## src/rtl/riscv_pkg.sv

```systemverilog
// Shared RV32I constants for the register file and its scoreboard.
// Holds the data width, register addressing, the stack-pointer reset value
// and the hard-wired-zero register index.
package riscv_pkg;
  localparam int          XLEN       = 32;
  localparam int          REG_ADDR_W = 5;
  localparam int          NUM_REGS   = 32;
  localparam logic [31:0] SP_INIT    = 32'h0000_2ffc;
  localparam logic [4:0]  X0         = 5'd0;
endpackage

```

## src/rtl/reg_scoreboard.sv

```systemverilog
// Per-register pending scoreboard for multi-cycle producers.
// Ports:
//   clk, reset            - rising-edge clock, synchronous active-high reset
//   rs1, rs2              - operand read addresses
//   write_enable, rd      - writeback strobe and address (clears pending)
//   issue_valid, issue_rd - multi-cycle issue and its destination (sets pending)
//   rs1_busy, rs2_busy    - operand not yet available
//   issue_stall           - destination already pending, issuer must hold
//   pending_cnt           - number of pending registers
module reg_scoreboard
  import riscv_pkg::*;
#(
  parameter int BYPASS = 1
) (
  input  logic                  clk,
  input  logic                  reset,
  input  logic [REG_ADDR_W-1:0] rs1,
  input  logic [REG_ADDR_W-1:0] rs2,
  input  logic                  write_enable,
  input  logic [REG_ADDR_W-1:0] rd,
  input  logic                  issue_valid,
  input  logic [REG_ADDR_W-1:0] issue_rd,
  output logic                  rs1_busy,
  output logic                  rs2_busy,
  output logic                  issue_stall,
  output logic [5:0]            pending_cnt
);

  // Bit 0 is never set because issue to x0 is filtered out.
  logic [NUM_REGS-1:0] pending;
  logic [NUM_REGS-1:0] pending_nxt;
  logic                wr_hit;
  logic                set_en;
  logic                clr_en;

  assign wr_hit = write_enable && (rd != X0);
  // Only a writeback that actually retires a pending bit decrements the count.
  assign clr_en = wr_hit && pending[rd];

  // A writeback to the same register in this cycle frees the slot, so the
  // new producer may issue instead of stalling.
  assign issue_stall = issue_valid && (issue_rd != X0) && pending[issue_rd] &&
                       !(write_enable && (rd == issue_rd));
  assign set_en = issue_valid && (issue_rd != X0) && !issue_stall;

  assign rs1_busy = pending[rs1] && !((BYPASS != 0) && write_enable && (rd == rs1));
  assign rs2_busy = pending[rs2] && !((BYPASS != 0) && write_enable && (rd == rs2));

  // Issue is applied after the clear so a same-register writeback+issue
  // leaves the bit set (the newer producer wins).
  always_comb begin
    pending_nxt = pending;
    if (wr_hit) pending_nxt[rd] = 1'b0;
    if (set_en) pending_nxt[issue_rd] = 1'b1;
  end

  always_ff @(posedge clk) begin
    if (reset) begin
      pending     <= '0;
      pending_cnt <= '0;
    end else begin
      pending <= pending_nxt;
      case ({set_en, clr_en})
        2'b10:   pending_cnt <= pending_cnt + 6'd1;
        2'b01:   pending_cnt <= pending_cnt - 6'd1;
        default: pending_cnt <= pending_cnt;
      endcase
    end
  end

endmodule

```

## src/rtl/reg_file_sb.sv

```systemverilog
// 32x32 RV32I integer register file with pending scoreboard.
// Ports:
//   clk, reset            - rising-edge clock, synchronous active-high reset
//   rs1, rs2              - combinational read addresses
//   rs1_dout, rs2_dout    - operand data to the ALU input muxes
//   write_enable, rd, rd_din - writeback port
//   issue_valid, issue_rd - multi-cycle producer issue
//   rs1_busy, rs2_busy, issue_stall, pending_cnt - scoreboard status
module reg_file_sb
  import riscv_pkg::*;
#(
  parameter int                        XLEN    = riscv_pkg::XLEN,
  parameter logic [riscv_pkg::XLEN-1:0] SP_INIT = riscv_pkg::SP_INIT,
  parameter int                        BYPASS  = 1
) (
  input  logic                  clk,
  input  logic                  reset,
  input  logic [REG_ADDR_W-1:0] rs1,
  input  logic [REG_ADDR_W-1:0] rs2,
  output logic [XLEN-1:0]       rs1_dout,
  output logic [XLEN-1:0]       rs2_dout,
  input  logic                  write_enable,
  input  logic [REG_ADDR_W-1:0] rd,
  input  logic [XLEN-1:0]       rd_din,
  input  logic                  issue_valid,
  input  logic [REG_ADDR_W-1:0] issue_rd,
  output logic                  rs1_busy,
  output logic                  rs2_busy,
  output logic                  issue_stall,
  output logic [5:0]            pending_cnt
);

  logic [XLEN-1:0] regs [NUM_REGS];

  always_ff @(posedge clk) begin
    if (reset) begin
      for (int i = 0; i < NUM_REGS; i++)
        regs[i] <= (i == 2) ? SP_INIT[XLEN-1:0] : '0;
    end else if (write_enable && (rd != X0)) begin
      regs[rd] <= rd_din;
    end
  end

  // x0 is forced to zero on read; writes to it never land anyway.
  always_comb begin
    rs1_dout = regs[rs1];
    if (rs1 == X0)
      rs1_dout = '0;
    else if ((BYPASS != 0) && write_enable && (rd == rs1))
      rs1_dout = rd_din;
  end

  always_comb begin
    rs2_dout = regs[rs2];
    if (rs2 == X0)
      rs2_dout = '0;
    else if ((BYPASS != 0) && write_enable && (rd == rs2))
      rs2_dout = rd_din;
  end

  reg_scoreboard #(.BYPASS(BYPASS)) u_sb (
    .clk          (clk),
    .reset        (reset),
    .rs1          (rs1),
    .rs2          (rs2),
    .write_enable (write_enable),
    .rd           (rd),
    .issue_valid  (issue_valid),
    .issue_rd     (issue_rd),
    .rs1_busy     (rs1_busy),
    .rs2_busy     (rs2_busy),
    .issue_stall  (issue_stall),
    .pending_cnt  (pending_cnt)
  );

endmodule
```

## config.mk

```make
export PLATFORM = sky130hd
export DESIGN_NAME = reg_file_sb
export DESIGN_NICKNAME = d
export VERILOG_FILES = /design/src/rtl/riscv_pkg.sv /design/src/rtl/reg_scoreboard.sv /design/src/rtl/reg_file_sb.sv
export SDC_FILE = /design/constraint.sdc
export NUM_CORES = 2
export LEC_CHECK = 0
export CORE_MARGIN = 8
export CORE_UTILIZATION = 50
export CTS_BUF_LIST = sky130_fd_sc_hd__clkbuf_16
export DETAILED_ROUTE_END_ITERATION = 10
export GPL_TIMING_DRIVEN = 1
export PLACE_DENSITY = 0.66
export SETUP_SLACK_MARGIN = 0.1
export SLEW_MARGIN = 10
export SYNTH_ARGS = -nofsm -noshare
export SYNTH_HDL_FRONTEND = slang
export SYNTH_SLANG_ARGS = --single-unit
```

## constraint.sdc

```tcl
create_clock -name clk -period 7.9 [get_ports clk]
set_input_delay 1.58 -clock clk [delete_from_list [all_inputs] [get_ports clk]]
set_output_delay 1.58 -clock clk [all_outputs]
set_load 0.01 [all_outputs]
```

== Yosys cells after proc, flatten, opt, wreduce, memory -nomap -nowiden ==
Memory sizes are Yosys's and may differ from the RTL's.
Index checks and enable logic that the tools add are counted.
Storage, ports and cells
  word-level logic and storage cells: 69
  memories: 1
  latch bits: 0
  register bits: 38
  ROM bits: 0
  input bits: 56
  memory bits (writable): 1024
Cells by class
  $mul: 0
  shift-type cells: 0
  eq/ne operators: 5
  $add $sub $neg: 2
  bitwise operators: 3
  magnitude comparators: 6
  mux-type cells: 27
  divide/modulo/power cells: 0
  reduce and logical (&&, ||, !) cells: 23
Memories
  regs: depth 32, width 32, read ports 2, clocked after memory_dff 0, wr ports 32, RTL line reg_file_sb.sv:33  | logic [XLEN-1:0] regs [NUM_REGS];
Operators with widths (number)
  32-bit two-way mux: 7
  32-bit AND: 1
  32-bit NOT: 1
  32-bit OR: 1
  32-bit OR reduction: 1
  5-bit by 6-bit less-than comparator with 1-bit output (second input constant): 4
  1-bit binary-select mux with 5-bit select: 4
  5-bit == test: 3
  1-bit logical AND: 13
  1-bit two-way mux: 12
  6-bit case mux with 2 select lines: 1
  1-bit demux with 5-bit select: 2
  5-bit by 1-bit greater-or-equal comparator with 1-bit output (second input constant): 2
  5-bit zero test: 2
  5-bit nonzero test: 2
  6-bit by 1-bit adder with 6-bit output (second input constant): 1
  6-bit by 1-bit subtractor with 6-bit output (second input constant): 1
  5-bit two-way mux: 1
  1-bit zero test: 4
  2-bit by 1-bit == test with 1-bit output (second input constant): 1
  2-bit == test (second input constant): 1
  2-bit nonzero test: 1

== Depth between registers and ports, before layout ==
  depth in word-level cells: 9
  mapped depth: 17

== Hierarchy ==
From an unflattened synthesis, not the netlist that was laid out.
Second synthesis, totals
  cell total of the unflattened synthesis: 4076
  area, all modules: 57883.0 sq um
By module, submodules not included
  reg_file_sb: instances 1, area each 54726.2 sq um, cells each 3741
  reg_scoreboard: instances 1, area each 3156.8 sq um, cells each 335

== Worst setup path after synthesis ==
No wires, ideal clock.
  path type: in2out
  from: input port rs2[0]
  to: output port rs2_dout[0]
  arrival time: 3221 ps
  path slack: 3099 ps
  path buffers: 3
  data required time: 6320 ps
  stages on the path: 6
  cell sequence: buf_4 -> buf_4 -> buf_2 -> mux4_2 -> a221oi_1 -> a31oi_1
On the way
  longest elaborated chain between the ends: 4
  elaborated cells between the ends (all ways): 6
RTL lines
  from (decl): RTL line reg_file_sb.sv:19  | input logic [REG_ADDR_W-1:0] rs2,
  branches (longest 3 deep; another with memory read 32 x 32 bit)
  32-bit two-way mux (*): RTL line reg_file_sb.sv:55  | if (rs2 == X0)
  to (decl): RTL line reg_file_sb.sv:21  | output logic [XLEN-1:0] rs2_dout,
Every way passes the cells marked *.

== Worst setup path after layout ==
  from: input port rd[3]
  to: output port rs1_dout[0]
On the way
  longest elaborated chain between the ends: 4
RTL lines
  from (decl): RTL line reg_file_sb.sv:23  | input logic [REG_ADDR_W-1:0] rd,
  5-bit == test: RTL line reg_file_sb.sv:49  | else if ((BYPASS != 0) && write_enable && (rd == rs1))
  1-bit logical AND: RTL line reg_file_sb.sv:49
  32-bit two-way mux: RTL line reg_file_sb.sv:49
  32-bit two-way mux: RTL line reg_file_sb.sv:47  | if (rs1 == X0)
  to (decl): RTL line reg_file_sb.sv:20  | output logic [XLEN-1:0] rs1_dout,
No other way between the ends.

==> impl_metrics.toml <==
[outcome]
status = "completed"

[hold_path]
hp-start = "u_sb.pending[16]"
timing.hold.worst.class = "reg -> reg"

[sta]
timing_worst_slew_pin_value_ps = 1280
final.setup.worst_slack_ps = 677
max_slew_margin_pct = 14.1
finalMaxSlewViolations = 0
setup_total_negative_slack_ps = 0
setup_violations = 0
final.period_utilization_pct = 91.4
finalCriticalPeriod_ps = 7220
unrepaired_setup_endpoints_after_global_routing = "no"
hold_violations = 0
fmax_ghz = 0.138
finClkSkew_ps = 19.1

[setup_path]
timing.critical_path.mode_cell = "clkdlybuf4s50_1"
critical_register_to_register_path_startpoint = "u_sb.pending[5]"
worst_setup_path_type = "in -> out"
path_max_fanout = 16
worstPathRequired_ps = 6320
timing.critical_path.cells = "clkdlybuf4s50_1 > xor2_1 > nor4_1 > and3_1 > nor2_1 > a31o_1 > a21oi_1 > clkdlybuf4s50_1"
crit_family = "simple AND/OR/NAND/NOR gates"
slowest_stage = "and3_1"
critPathBufInv = 2
timing.critical_path.arrival_ps = 5640
worst_path_largest_cell_delay_ps = 800
worstSetupStartpoint = "rd[3]"
startpoint_type = "input pin"
critPathCaptureType = "primary output"

[clock_tree]
cts_tree = "built"
clock_h_tree_levels = 3
insertion_delay_ps = 700
clk_path_buf_depth = 3
cts-buffers-inserted = 113
cts.hold.buffers_added = 0
clk_root_buffer_cell = "clkbuf_16"
post_cts_buffers = 0
path_clk_slew_ps = 60
clock_sink_count = 1062
post_cts_resize_count = 0

[yosys]
synth_enable_flop_cells = 1024
mappedNetlistArea_um2 = 58100
syn_area_per_cell_um2 = 13.9
synthArstFlopShare_pct = 0
synth.yosys.seq_area_share_pct = 54.2
yosys_warnings = 0
synth_seq_cells = 1062
primary_flip_flop_cell_chosen_by_synthesis_mapping = "edfxtp_1"
synth_cell_types = 76
post_synth_inst_count = 4173

[routing]
drt_first_pass_iters = 6
detailedRoute.firstIterationViolations = 6584
post_route_ant_nets = 0
post_dr_wirelength_cell_um = 36.0
drc = 0
totalWireLength_mm = 210
detail_route.vias_per_cell = 6.94
vias = 40500

[floorplan]
number_of_core_rows = 125
io_pins = 129
floorplan.die.height_um = 357
dieWidth_um = 357
dieArea_um2 = 127000
initial_core_util_pct = 50.2
fp.coreArea_um2 = 116000

[grt]
number_of_antenna_violations_at_the_first_check_in_global_routing = 17
met3_usage_pct = 9.05
largest_net_degree_at_the_start_of_global_routing = 80
grt_first_pass_wirelength_mm = 294
vias_in_the_first_global_route = 39600
grt.busiest_layer = "met2"
grt.overflow.total = 0
grtUsageMet2_pct = 48.6
grt.met1_usage_pct = 43.0
grtUsageTotal_pct = 32.3

[power]
power_density_nw_per_um2 = 215
p_leak_uw = 0.0225
peakVddDrop_mv = 0.167

[cells_and_area]
drive_gt1_share_pct = 21.2
final_nets = 4260
areaGrowthSynthToFinish_pct = 11.8

[flow_run]
maxCapViolations = 0

[placement]
placement.setup.worst_slack_ps = 988
gp_congestion = 0.952
detailed_place_hpwl_mm = 128
numPortBuffers = 128
## worst min-delay path, stage by stage (launching register included)
cell       delay, ps
dfxtp_1          360
inv_1             70
o2bb2ai_1         50
## flip-flops by register name, indices dropped and copies added (netlist names)
register,flops
regs,1024
u_sb.pending,32
u_sb.pending_cnt,6
## cell usage after synthesis (14+ instances only)
cell type / number / area [µm²]
xor2_1: 14 / 123
and2_1: 987 / 6170
o21ai_0: 79 / 395
nand3_1: 23 / 115
o22ai_1: 135 / 845
a22oi_1: 102 / 766
or3_1: 15 / 93.8
a21oi_1: 61 / 305
inv_1: 40 / 150
dfxtp_1: 38 / 761
buf_6: 23 / 259
a31oi_1: 23 / 144
a221oi_1: 45 / 394
a211oi_1: 18 / 135
nor2_1: 164 / 616
nand2b_1: 15 / 93.8
nor2b_1: 23 / 144
mux2i_1: 178 / 1780
mux4_2: 457 / 10300
nand2_1: 108 / 405
a21o_1: 21 / 158
buf_4: 19 / 143
clkbuf_1: 287 / 1080
buf_2: 83 / 415
nor3_1: 17 / 85.1
a22o_1: 14 / 123
edfxtp_1: 1024 / 30700
## placed cells by master, fill, tap and decap left out, types with 12 or more instances in the layout
master,synthesis,routed
edfxtp_1,1024,1024
and2_1,987,988
mux4_2,457,457
mux2i_1,178,178
buf_4,19,168
o22ai_1,135,135
nor2_1,164,124
clkbuf_16,0,118
clkdlybuf4s50_1,0,118
nand2_1,108,108
a22oi_1,102,102
o21ai_0,79,79
a21oi_1,61,61
inv_1,40,57
a221oi_1,45,45
dfxtp_1,38,38
nor2_2,0,34
conb_1,1,32
clkinv_1,2,31
clkinv_2,0,26
a31oi_1,23,23
nand3_1,23,22
nor2b_1,23,21
a211oi_1,18,18
nor3_1,17,17
a21o_2,0,17
nand2b_1,15,15
or3_1,15,15
xor2_1,14,14
a22o_1,14,14
buf_12,6,14
o21bai_4,0,13
bufinv_16,0,12
## per-layer routing
metal	vias to the layer above	share of wire [%]
met5	-	0.066
met2	3323	44
met4	4	6.4
li1	16000	-
met3	665	14
met1	20500	36
## path summary, 6_finish.rpt
| kind | depth (start not counted) | to | slack, ps |
|---|---|---|---|
| setup / recovery | 8 | rs1_dout[0] | 680 |
| hold / removal | 2 | u_sb.pending[16] | 520 |
| setup reg to reg | 14 | u_sb.pending_cnt[5] | 4600 |
| hold reg to reg | 2 | u_sb.pending[16] | 520 |
## cell families (layout without fill, tap and decap cells)
| logic type | after synthesis | count (layout) | share of synthesized area, % |
|---|---|---|---|
| flops | 1062 | 1062 | 54.2 |
| compound gates | 578 | 578 | 6.82 |
| xor+xnor | 20 | 20 | 0.301 |
| buf+inv | 472 | 564 | 3.84 |
| other cells | 1 | 42 | 0.00645 |
| fa+ha+maj | 6 | 6 | 0.142 |
| mux | 638 | 638 | 20.8 |
| simple gates | 1396 | 1396 | 13.8 |
## where the power goes
part | internal [µW] | switching (µW)
Combinational | 753 | 1190
Clock | 3090 | 2300
Sequential | 6490 | 155
## layout make-up
class                   count  area, µm²
diodes                     10       25.0
clock buffers             118       2950
fillers                  9216      50800
flip-flops and latches   1062      31500
inverters                  44        165
well taps                1524       1910
repair buffers            307       2800
multi-input cells        2670      24800
clock inverters            95        781
## per-stage QoR
| step | cell area, µm² | total power [µW] | utilization [%] | hold slack [ps] | std cells |
|---|---|---|---|---|---|
| 2_1_floorplan | 58200 | 7780 | - | 453 | 4204 |
| 3_3_place_gp | 61200 | 8600 | 52.9 | 489 | 5607 |
| 3_5_place_dp | 61200 | 8630 | 52.9 | 493 | 5607 |
| 4_1_cts | 64900 | 13900 | 56.1 | 505 | 5820 |
| 5_1_grt | 64900 | 14300 | 56.1 | 529 | 5822 |
| 6_report | 65000 | 14000 | 56.1 | 519 | 5830 |
No activity file was read; power rests on OpenSTA's default activity.
